### config.mk
export PLATFORM = sky130hd
export DESIGN_NAME = mul16_engine
export DESIGN_NICKNAME = d
export VERILOG_FILES = /design/src/rtl/mul16_pkg.sv /design/src/rtl/booth_mul16.sv /design/src/rtl/mul16_engine.sv
export SDC_FILE = /design/constraint.sdc
export NUM_CORES = 1
export LEC_CHECK = 0
export CAP_MARGIN = 20
export CELL_PAD_IN_SITES_DETAIL_PLACEMENT = 0
export CELL_PAD_IN_SITES_GLOBAL_PLACEMENT = 1
export CORE_ASPECT_RATIO = 1.5
export CORE_MARGIN = 4
export CORE_UTILIZATION = 30
export DETAILED_ROUTE_END_ITERATION = 8
export PLACE_DENSITY = 0.63
export SYNTH_ARGS = -nofsm -noshare
export SYNTH_HDL_FRONTEND = slang
export SYNTH_SLANG_ARGS = --single-unit
### constraint.sdc
create_clock -name clk -period 4.73 [get_ports clk]
set_input_delay 0.473 -clock clk [delete_from_list [all_inputs] [get_ports clk]]
set_output_delay 0.473 -clock clk [all_outputs]
set_load 0.05 [all_outputs]
### src/rtl/mul16_pkg.sv
// mul16_pkg: shared state encoding and default geometry for the mul16 engine.
package mul16_pkg;
  typedef enum logic [3:0] {IDLE, ARM, RD0, RD1, RD2, RD3, MUL, WR0, WR1, WR2, WR3, NEXT, DONE} state_t;
  localparam int NUM_PAIRS_DEF = 16;
  localparam int SRC_BASE_DEF = 0;
  localparam int DST_BASE_DEF = 64;
endpackage

### src/rtl/booth_mul16.sv
// booth_mul16: 16-cycle radix-2 Booth signed multiplier, p = a * b.
module booth_mul16 (
  input  logic        clk,
  input  logic        reset,
  input  logic        load,
  input  logic        step,
  input  logic [15:0] a,
  input  logic [15:0] b,
  output logic [31:0] p,
  output logic        last
);
  // acc carries a guard bit so subtracting -32768 cannot overflow
  logic [16:0] acc_q, acc_d, sum;
  logic [15:0] m_q, m_d, q_q, q_d;
  logic        qm1_q, qm1_d;
  logic [3:0]  cnt_q, cnt_d;
  always_comb begin
    sum = acc_q + ({q_q[0], qm1_q} == 2'b01 ? {m_q[15], m_q} :
                   {q_q[0], qm1_q} == 2'b10 ? -{m_q[15], m_q} : 17'd0);
    acc_d = acc_q;
    m_d = m_q;
    q_d = q_q;
    qm1_d = qm1_q;
    cnt_d = cnt_q;
    if (load) begin
      acc_d = '0;
      m_d = a;
      q_d = b;
      qm1_d = 1'b0;
      cnt_d = 4'd15;
    end else if (step) begin
      acc_d = {sum[16], sum[16:1]};
      q_d = {sum[0], q_q[15:1]};
      qm1_d = q_q[0];
      cnt_d = cnt_q - 4'd1;
    end
  end
  always_ff @(posedge clk or posedge reset)
    if (reset) begin
      acc_q <= '0;
      m_q <= '0;
      q_q <= '0;
      qm1_q <= 1'b0;
      cnt_q <= '0;
    end else begin
      acc_q <= acc_d;
      m_q <= m_d;
      q_q <= q_d;
      qm1_q <= qm1_d;
      cnt_q <= cnt_d;
    end
  assign p = {acc_q[15:0], q_q};
  assign last = cnt_q == 4'd0;
endmodule

### src/rtl/mul16_engine.sv
// mul16_engine: walks operand pairs in data memory, multiplies each, writes 32-bit products back.
module mul16_engine
  import mul16_pkg::*;
#(
  parameter int NUM_PAIRS = NUM_PAIRS_DEF,
  parameter int SRC_BASE = SRC_BASE_DEF,
  parameter int DST_BASE = DST_BASE_DEF,
  parameter int AW = 8
) (
  input  logic          clk,
  input  logic          reset,
  input  logic          start,
  input  logic [7:0]    mem_rd_data,
  output logic [AW-1:0] mem_addr,
  output logic          mem_wr_en,
  output logic [7:0]    mem_wr_data,
  output logic          busy,
  output logic          done
);
  localparam int PW = $clog2(NUM_PAIRS + 1);
  state_t        state_q, state_d;
  logic [PW-1:0] pair_q, pair_d;
  logic          busy_q, busy_d, done_q, done_d;
  logic [7:0]    bhi_q, bhi_d, blo_q, blo_d, ahi_q, ahi_d;
  logic          load, step, last, fin;
  logic [31:0]   p;
  logic [AW-1:0] off;
  logic [1:0]    ridx, widx;
  assign off = AW'(pair_q) << 2;
  assign ridx = 2'(state_q - RD0);
  assign widx = 2'(state_q - WR0);
  assign fin = pair_q == PW'(NUM_PAIRS - 1);
  // A.lo goes straight from the memory bus into the multiplier on RD3
  booth_mul16 u_booth (
    .clk(clk), .reset(reset), .load(load), .step(step),
    .a({ahi_q, mem_rd_data}), .b({bhi_q, blo_q}), .p(p), .last(last)
  );
  always_comb begin
    state_d = state_q;
    pair_d = pair_q;
    busy_d = busy_q;
    done_d = done_q;
    bhi_d = bhi_q;
    blo_d = blo_q;
    ahi_d = ahi_q;
    load = 1'b0;
    step = 1'b0;
    mem_addr = '0;
    mem_wr_en = 1'b0;
    mem_wr_data = 8'(p >> {~widx, 3'b000});
    case (state_q)
      IDLE: state_d = start ? ARM : IDLE;
      ARM: if (!start) begin
        state_d = RD0;
        busy_d = 1'b1;
        done_d = 1'b0;
        pair_d = '0;
      end
      RD0, RD1, RD2, RD3: begin
        mem_addr = AW'(SRC_BASE) + off + AW'(ridx);
        bhi_d = state_q == RD0 ? mem_rd_data : bhi_q;
        blo_d = state_q == RD1 ? mem_rd_data : blo_q;
        ahi_d = state_q == RD2 ? mem_rd_data : ahi_q;
        load = state_q == RD3;
        state_d = state_t'(state_q + 4'd1);
      end
      MUL: begin
        step = 1'b1;
        state_d = last ? WR0 : MUL;
      end
      WR0, WR1, WR2, WR3: begin
        mem_wr_en = 1'b1;
        mem_addr = AW'(DST_BASE) + off + AW'(widx);
        state_d = state_t'(state_q + 4'd1);
      end
      NEXT: begin
        pair_d = pair_q + PW'(1);
        state_d = fin ? DONE : RD0;
        busy_d = !fin;
        done_d = fin;
      end
      DONE: state_d = start ? ARM : DONE;
      default: state_d = IDLE;
    endcase
  end
  always_ff @(posedge clk or posedge reset)
    if (reset) begin
      state_q <= IDLE;
      pair_q <= '0;
      busy_q <= 1'b0;
      done_q <= 1'b0;
      bhi_q <= '0;
      blo_q <= '0;
      ahi_q <= '0;
    end else begin
      state_q <= state_d;
      pair_q <= pair_d;
      busy_q <= busy_d;
      done_q <= done_d;
      bhi_q <= bhi_d;
      blo_q <= blo_d;
      ahi_q <= ahi_d;
    end
  assign busy = busy_q;
  assign done = done_q;
endmodule
==> results of run 1 <==
per-layer routing:
metal | global-route usage (%) | share of wire [%] | wire length (um)
met5 | 0 | 0 | 0
met2 | 26.2 | 52 | 7390
met1 | 18.2 | 41 | 5770
met4 | 6.44 | 3.0 | 419
met3 | 2.23 | 3.7 | 524
through the flow:
step,setup WS [ns],std cells,instance area (sq um),utilization [%],power (W)
after floorplan,1.36,526,5140,-,0.00171
after global placement,1.05,740,5630,33.6,0.00202
after detailed placement,1.04,740,5630,33.6,0.00203
after CTS,0.644,756,5970,35.6,0.00287
after global routing,0.329,757,6000,35.8,0.00300
final,0.733,757,6000,35.8,0.00284
where the power goes:
group          switching (W)  internal, W
clock               0.000320     0.000518
sequential          0.000191     0.000900
combinational       0.000515     0.000399
worst max-delay path by stage:
| stage | from | to | slack [ns] | cells past startpoint |
|---|---|---|---|---|
| floorplan | state_q[0] | mem_addr[2] | 1.36 | 10 |
| global placement | state_q[0] | mem_addr[2] | 1.05 | 8 |
| detailed placement | state_q[0] | mem_addr[2] | 1.04 | 8 |
| CTS | state_q[0] | mem_addr[2] | 0.64 | 8 |
| global route | state_q[0] | mem_addr[2] | 0.33 | 8 |
| finish | state_q[0] | mem_addr[2] | 0.73 | 8 |
cells by family (layout without fill, tap and decap cells):
| logic type | count (synthesis) | after routing | share of synthesized area [%] |
|---|---|---|---|
| simple gates | 160 | 160 | 15.0 |
| compound gates | 127 | 127 | 17.3 |
| flops | 88 | 88 | 42.9 |
| buf+inv | 65 | 86 | 4.77 |
| mux | 35 | 35 | 9.35 |
| fa+ha+maj | 26 | 26 | 6.48 |
| xor+xnor | 25 | 25 | 4.26 |
cell usage in the layout, fill, tap and decap left out, drive strengths merged, types with 4 or more instances in the layout:
cell and n:
clkbuf 9, o21bai 4, inv 34, mux2 24, o21ai 31, a21oi 24
dfrtp 88, and3 5, and2 5, nand3 9, buf 7, xor2 12
mux4 8, a22o 19, nand4 5, nor3 8, a222oi 16, nor4 5
o211ai 5, xnor2 13, nand2 79, nor2b 9, a31oi 5, ha 25
clkdlybuf4s50 29, nor2 19
flip-flops by register name (all words and copies together) (netlist names), 5 cells and up:
signal / cells
u_booth.q_q: 16
ahi_q: 8
u_booth.m_q: 16
u_booth.acc_q: 16
bhi_q: 8
pair_q: 5
blo_q: 8
worst max-delay path: cells and delay by family (launching register included):
| family | cells | cell delay (ns) |
|---|---|---|
| and+or+nand+nor | 4 | 0.85 |
| DFF | 1 | 0.88 |
| adders and majority gates | 1 | 0.30 |
| buffers and inverters | 2 | 0.88 |
| AOI/OAI and AO/OA | 1 | 0.26 |
area by class of cell:
cell class / instances / share of cell area, %
Sequential cell: 88 / 36.7
Clock buffer: 9 / 3.76
Multi-Input combinational cell: 373 / 45.0
Inverter: 34 / 2.15
Tap cell: 210 / 4.38
Clock inverter: 7 / 1.98
Timing Repair Buffer: 36 / 6.05
==> run metrics, run 1 <==
antenna viol nets, final=0; die span in y=168 um; Sinks on Clock Net=88; Starting Density=30.6%; Reg2Reg Setup Slack=1.15 ns; worst slew pin tran=0.827 ns; critical path fanouts, max=16; Die W=roughly 110 um; multi-input logic area=between 0.002 and 0.003 sq mm; First-pass DRT Iterations=6; vias in the first global route=4053; endpoint type of the worst setup path=output pin; gr usage total=15.1%; Async SR Flop Fraction=100%; CP cell instances=inv_1 > ha_1 > nor3_1 > nor2_1 > a22o_1 > nor2b_1 > nor2b_1 > clkdlybuf4s50_1; global-route wire length before repair=22600 um; crit path time final=4.00 ns; Max clock buf depth=2; num ports=30; Root Buffer=clkbuf_16; Distinct cells, synth=53; status=completed; Leak=between 2 and 3 nW; CP max stage cell=dfrtp_1; Post-synth EDFFs=0; routed wire length=14100 um; top post-synthesis cells by area=dfrtp_1 43%, ha_1 6.1%, nand2_1 5.8%; final slew viol count=0; hold path depth=2; Max-cap violations=0; post-synth top area share=42.9%; Seq cells post-synth=a little under 90; max incr delay on CP=0.88 ns; Ys Warns=0; area added between synthesis and finish=16.7%; cell area after synthesis=0.00514 sq mm; R2R depth=12; core area=0.0168 sq mm; Hold Buf Count CTS=0; Cell Rows=58; cells after synthesis=526; die area=0.0193 sq mm; DRC=0; RSZ-0062 raised after global routing=false; FF-to-FF End=u_booth.acc_q[15]; Main synth FF type=dfrtp_1; setup TNS=0 ns; Peak Freq=approximately 250 MHz; TritonCTS clock tree=done; CTS clock-pin slew for the worst setup and hold paths=0.07 ns; Clock Latency Late Sink=0.35 ns; Setup-failing EPs final=0; CP required=4.26 ns; Routed WL per cell=18.6 um; cell with the most instances after synthesis=dfrtp_1; via count=4068; worst-case clock skew=approximately 0.0072 ns; final number of hold-violating endpoints=0; Fillers=approximately 1700; slew margin rel.=44.8%; worst hold endpoint=u_booth.m_q[8]; CTS Buf Count=9; R2R Path Start=u_booth.m_q[2]; largest net degree at the start of global routing=47; CTS-repair resized insts=0; share of layout cells above drive strength 1=12.2%; Post-CTS Setup Bufs=0; biggest area consumer among synthesized cells=dfrtp_1; Seq. cell area=0.00220 sq mm; crit path launch type=flop; WP data arrival=about 3.5 ns; n_diodes=0; pwr dens=474 mW/mm^2; initial drt markers=301; Min Hold Slack=0.458 ns; period utilisation layout=84.5%; Seq/Total Area, Yosys=42.9%; NumNets Final=579; Vias per Instance=~5.4; Post-Syn Nets=approximately 560; crit path kind=reg -> out; Most Frequent Cell on Critical Path=nor2b_1; IO Port Bufs=29; Overflow after GRT=0; HPWL after DPL=10300 um; syn_area_per_cell=9.77 sq um; RePlAce Congestion=0.859; min-delay src=ahi_q[0]; initial antenna violation count=0; path type of the worst min-delay path=reg -> reg; Synth top cells by count=88 x dfrtp_1, 79 x nand2_1, 34 x inv_1, 30 x o21ai_0, 29 x clkbuf_1; H-tree depth=3; Max VDD drop=0.000280 V
Power figures use the tool's default switching activity.
==> run 2, diff against run 1 <==
Clock period 4.73 ns to 4.1 ns, I/O delays scaled along.
==> run metrics, run 2 (same netlist as run 1, synthesis figures left out) <==
status=completed; initial drt markers=283 (-6.0%); Buffers & Inverters on Critical Path=0 (-2); die area=0.0193 sq mm (unchanged); crit path kind=reg -> reg; Sinks on Clock Net=88 (unchanged); post-layout total power=0.00333 W (+17%); crit path launch type=flop; First-pass DRT Iterations=7 (+1); Vias per Instance=5.33 (-0.87%); Crit path max-delay family=simple AND/OR/NAND/NOR gates; Setup-failing EPs final=0 (unchanged); net load switching power=0.00117 W (+14%); CTS-repair resized insts=0 (unchanged); Die W=115 um (unchanged); Root Buffer=clkbuf_16; Min Hold Slack=0.438 ns (-0.0200 ns); RePlAce Congestion=0.854 (-0.62%); path type of the worst min-delay path=in -> async; clock share of power=30.2% (+0.7 points); CTS Buf Count=9 (unchanged); Setup crit start=u_booth.m_q[2]; global-route wire length before repair=22300 um (-1.3%); DRC=0 (unchanged); Max clock buf depth=2 (unchanged); RSZ-0062 raised after global routing=false; Overflow after GRT=0 (unchanged); CP required=4.36 ns (+0.10 ns); Max-cap violations=0 (unchanged); WP data arrival=3.78 ns (+0.26 ns); Clock Latency Late Sink=0.34 ns (about the same); FF-to-FF End=u_booth.acc_q[15]; via count=4038 (-0.74%); slew margin rel.=43.3% (-1.6 points); Hold Buf Count CTS=0 (unchanged); R2R Path Start=u_booth.m_q[2]; IO Port Bufs=29 (unchanged); pwr dens=553 mW/mm^2 (+17%); max incr delay on CP=0.44 ns (-0.44 ns); share of layout cells above drive strength 1=12.2% (-0.022 points); Fillers=1690 (unchanged); Max VDD drop=0.000267 V (-4.7%); TritonCTS clock tree=done; Leak=2.58 nW (+0.75%); NumNets Final=581 (+0.35%); largest net degree at the start of global routing=59 (+26%); endpoint type of the worst setup path=flop; worst-case clock skew=0.00950 ns (+0.00235 ns); CP cell instances=or3_4 > or4_4 > or4_4 > xor2_1 > a22o_1 > ha_1 > a21oi_1 > o21ai_0 > a21oi_1 > and3_1 > or2_0 > o211ai_1; setup TNS=0 ns (unchanged); Routed WL per cell=18.2 um (-2.1%); fin cells=758 (+0.13%); commonest non-fill, non-tap cell in the layout=dfrtp_1; final slew viol count=0 (unchanged); CP max stage cell=or4_4; num ports=30 (unchanged); vias in the first global route=4114 (+1.5%); Finished Core Util=35.9% (+0.13 points); commonest non-fill, non-tap cells in the layout=88 x dfrtp_1, 79 x nand2_1, 33 x inv_1; critical path fanouts, max=5 (-11); initial antenna violation count=0 (unchanged); Starting Density=30.6% (unchanged); core area=0.0168 sq mm (unchanged); Internal Power=0.00216 W (+19%); H-tree depth=3 (unchanged); R2R depth=12 (unchanged); Cell Rows=58 (unchanged); crit path time final=3.52 ns; final number of hold-violating endpoints=0 (unchanged); HPWL after DPL=10200 um (-1.1%); n_diodes=0 (unchanged); Peak Freq=roughly 280 MHz; routed wire length=13800 um (-1.9%); area added between synthesis and finish=17.1%; CTS clock-pin slew for the worst setup and hold paths=0.06 ns (about the same); placed insts=743 (+0.41%); period utilisation layout=85.9%; antenna viol nets, final=0 (unchanged); Switching Fraction=35.1% (-0.95 points); gr usage total=14.7% (-0.32 points); Gate power share=31.8% (-0.3 points); Flop pwr share=38.0% (-0.4 points); worst slew pin tran=0.850 ns (+0.0226 ns); die span in y=168 um (unchanged); Post-CTS Setup Bufs=0 (unchanged); Largest regs=u_booth.acc_q (16), u_booth.m_q (16), u_booth.q_q (16); Reg2Reg Setup Slack=0.58 ns (-0.57 ns)
[run 2: changes by cell type in the layout (fill, tap and decap cells not counted), sizes merged]
cell      delta
buf          +2
bufinv       +1
clkbuf       +1
clkinv       -1
clkinvlp     -2
[run 2: worst reg2reg max path: stages (launching register included)]
cell and delay, ns:
dfrtp_1 0.43, or3_4 0.41, or4_4 0.44, or4_4 0.42, xor2_1 0.15, a22o_1 0.21
ha_1 0.36, a21oi_1 0.12, o21ai_0 0.25, a21oi_1 0.12, and3_1 0.19, or2_0 0.19
o211ai_1 0.16
[run 2: worst max-delay path by stage]
stage,end,depth (start not counted)
global route,u_booth.acc_q[15],12
detailed placement,u_booth.acc_q[12],12
floorplan,mem_addr[2],10
CTS,mem_addr[2],8
finish,u_booth.acc_q[15],12
global placement,u_booth.acc_q[15],12
[run 2: power by group through the flow]
| stage | sequential, W | combinational [W] | clock (W) |
|---|---|---|---|
| 3_5_place_dp | 0.00128 | 0.00106 | 0 |
| 5_1_grt | 0.00128 | 0.00117 | 0.00106 |
| 6_report | 0.00126 | 0.00106 | 0.00101 |
| 3_3_place_gp | 0.00128 | 0.00105 | 0 |
| 2_1_floorplan | 0.00115 | 0.000822 | 0 |
| 4_1_cts | 0.00126 | 0.00107 | 0.00103 |
[run 2: metal layers]
metal	GRT usage [%]	vias to the layer above	wire (um)
li1	-	1936	-
met1	17.9	2000	5820
met2	25.3	81	7100
met3	2.59	21	437
met4	6.33	0	472
met5	0	-	0
[run 2: per-stage QoR]
step                setup slack (ns)  area (sq um)
floorplan                      0.794          5140
global placement               0.634          5660
detailed placement             0.591          5660
CTS                            0.538          6020
global route                   0.344          6020
finish                         0.577          6020
[run 2: cell type report]
class	instances	area (sq um)	share of cell area, %
Tap cell	210	263	4.37
Timing Repair Buffer	38	370	6.15
Inverter	34	129	2.14
Multi-Input combinational cell	373	2700	44.8
Clock buffer	10	229	3.80
Sequential cell	88	2200	36.6
Clock inverter	5	129	2.14
==> run 3, diff against run 2 <==
Settings changed: TNS_END_PERCENT set to 20.
==> results of run 3 <==
The final DEF is identical to that of run 2; final timing and power are the same.
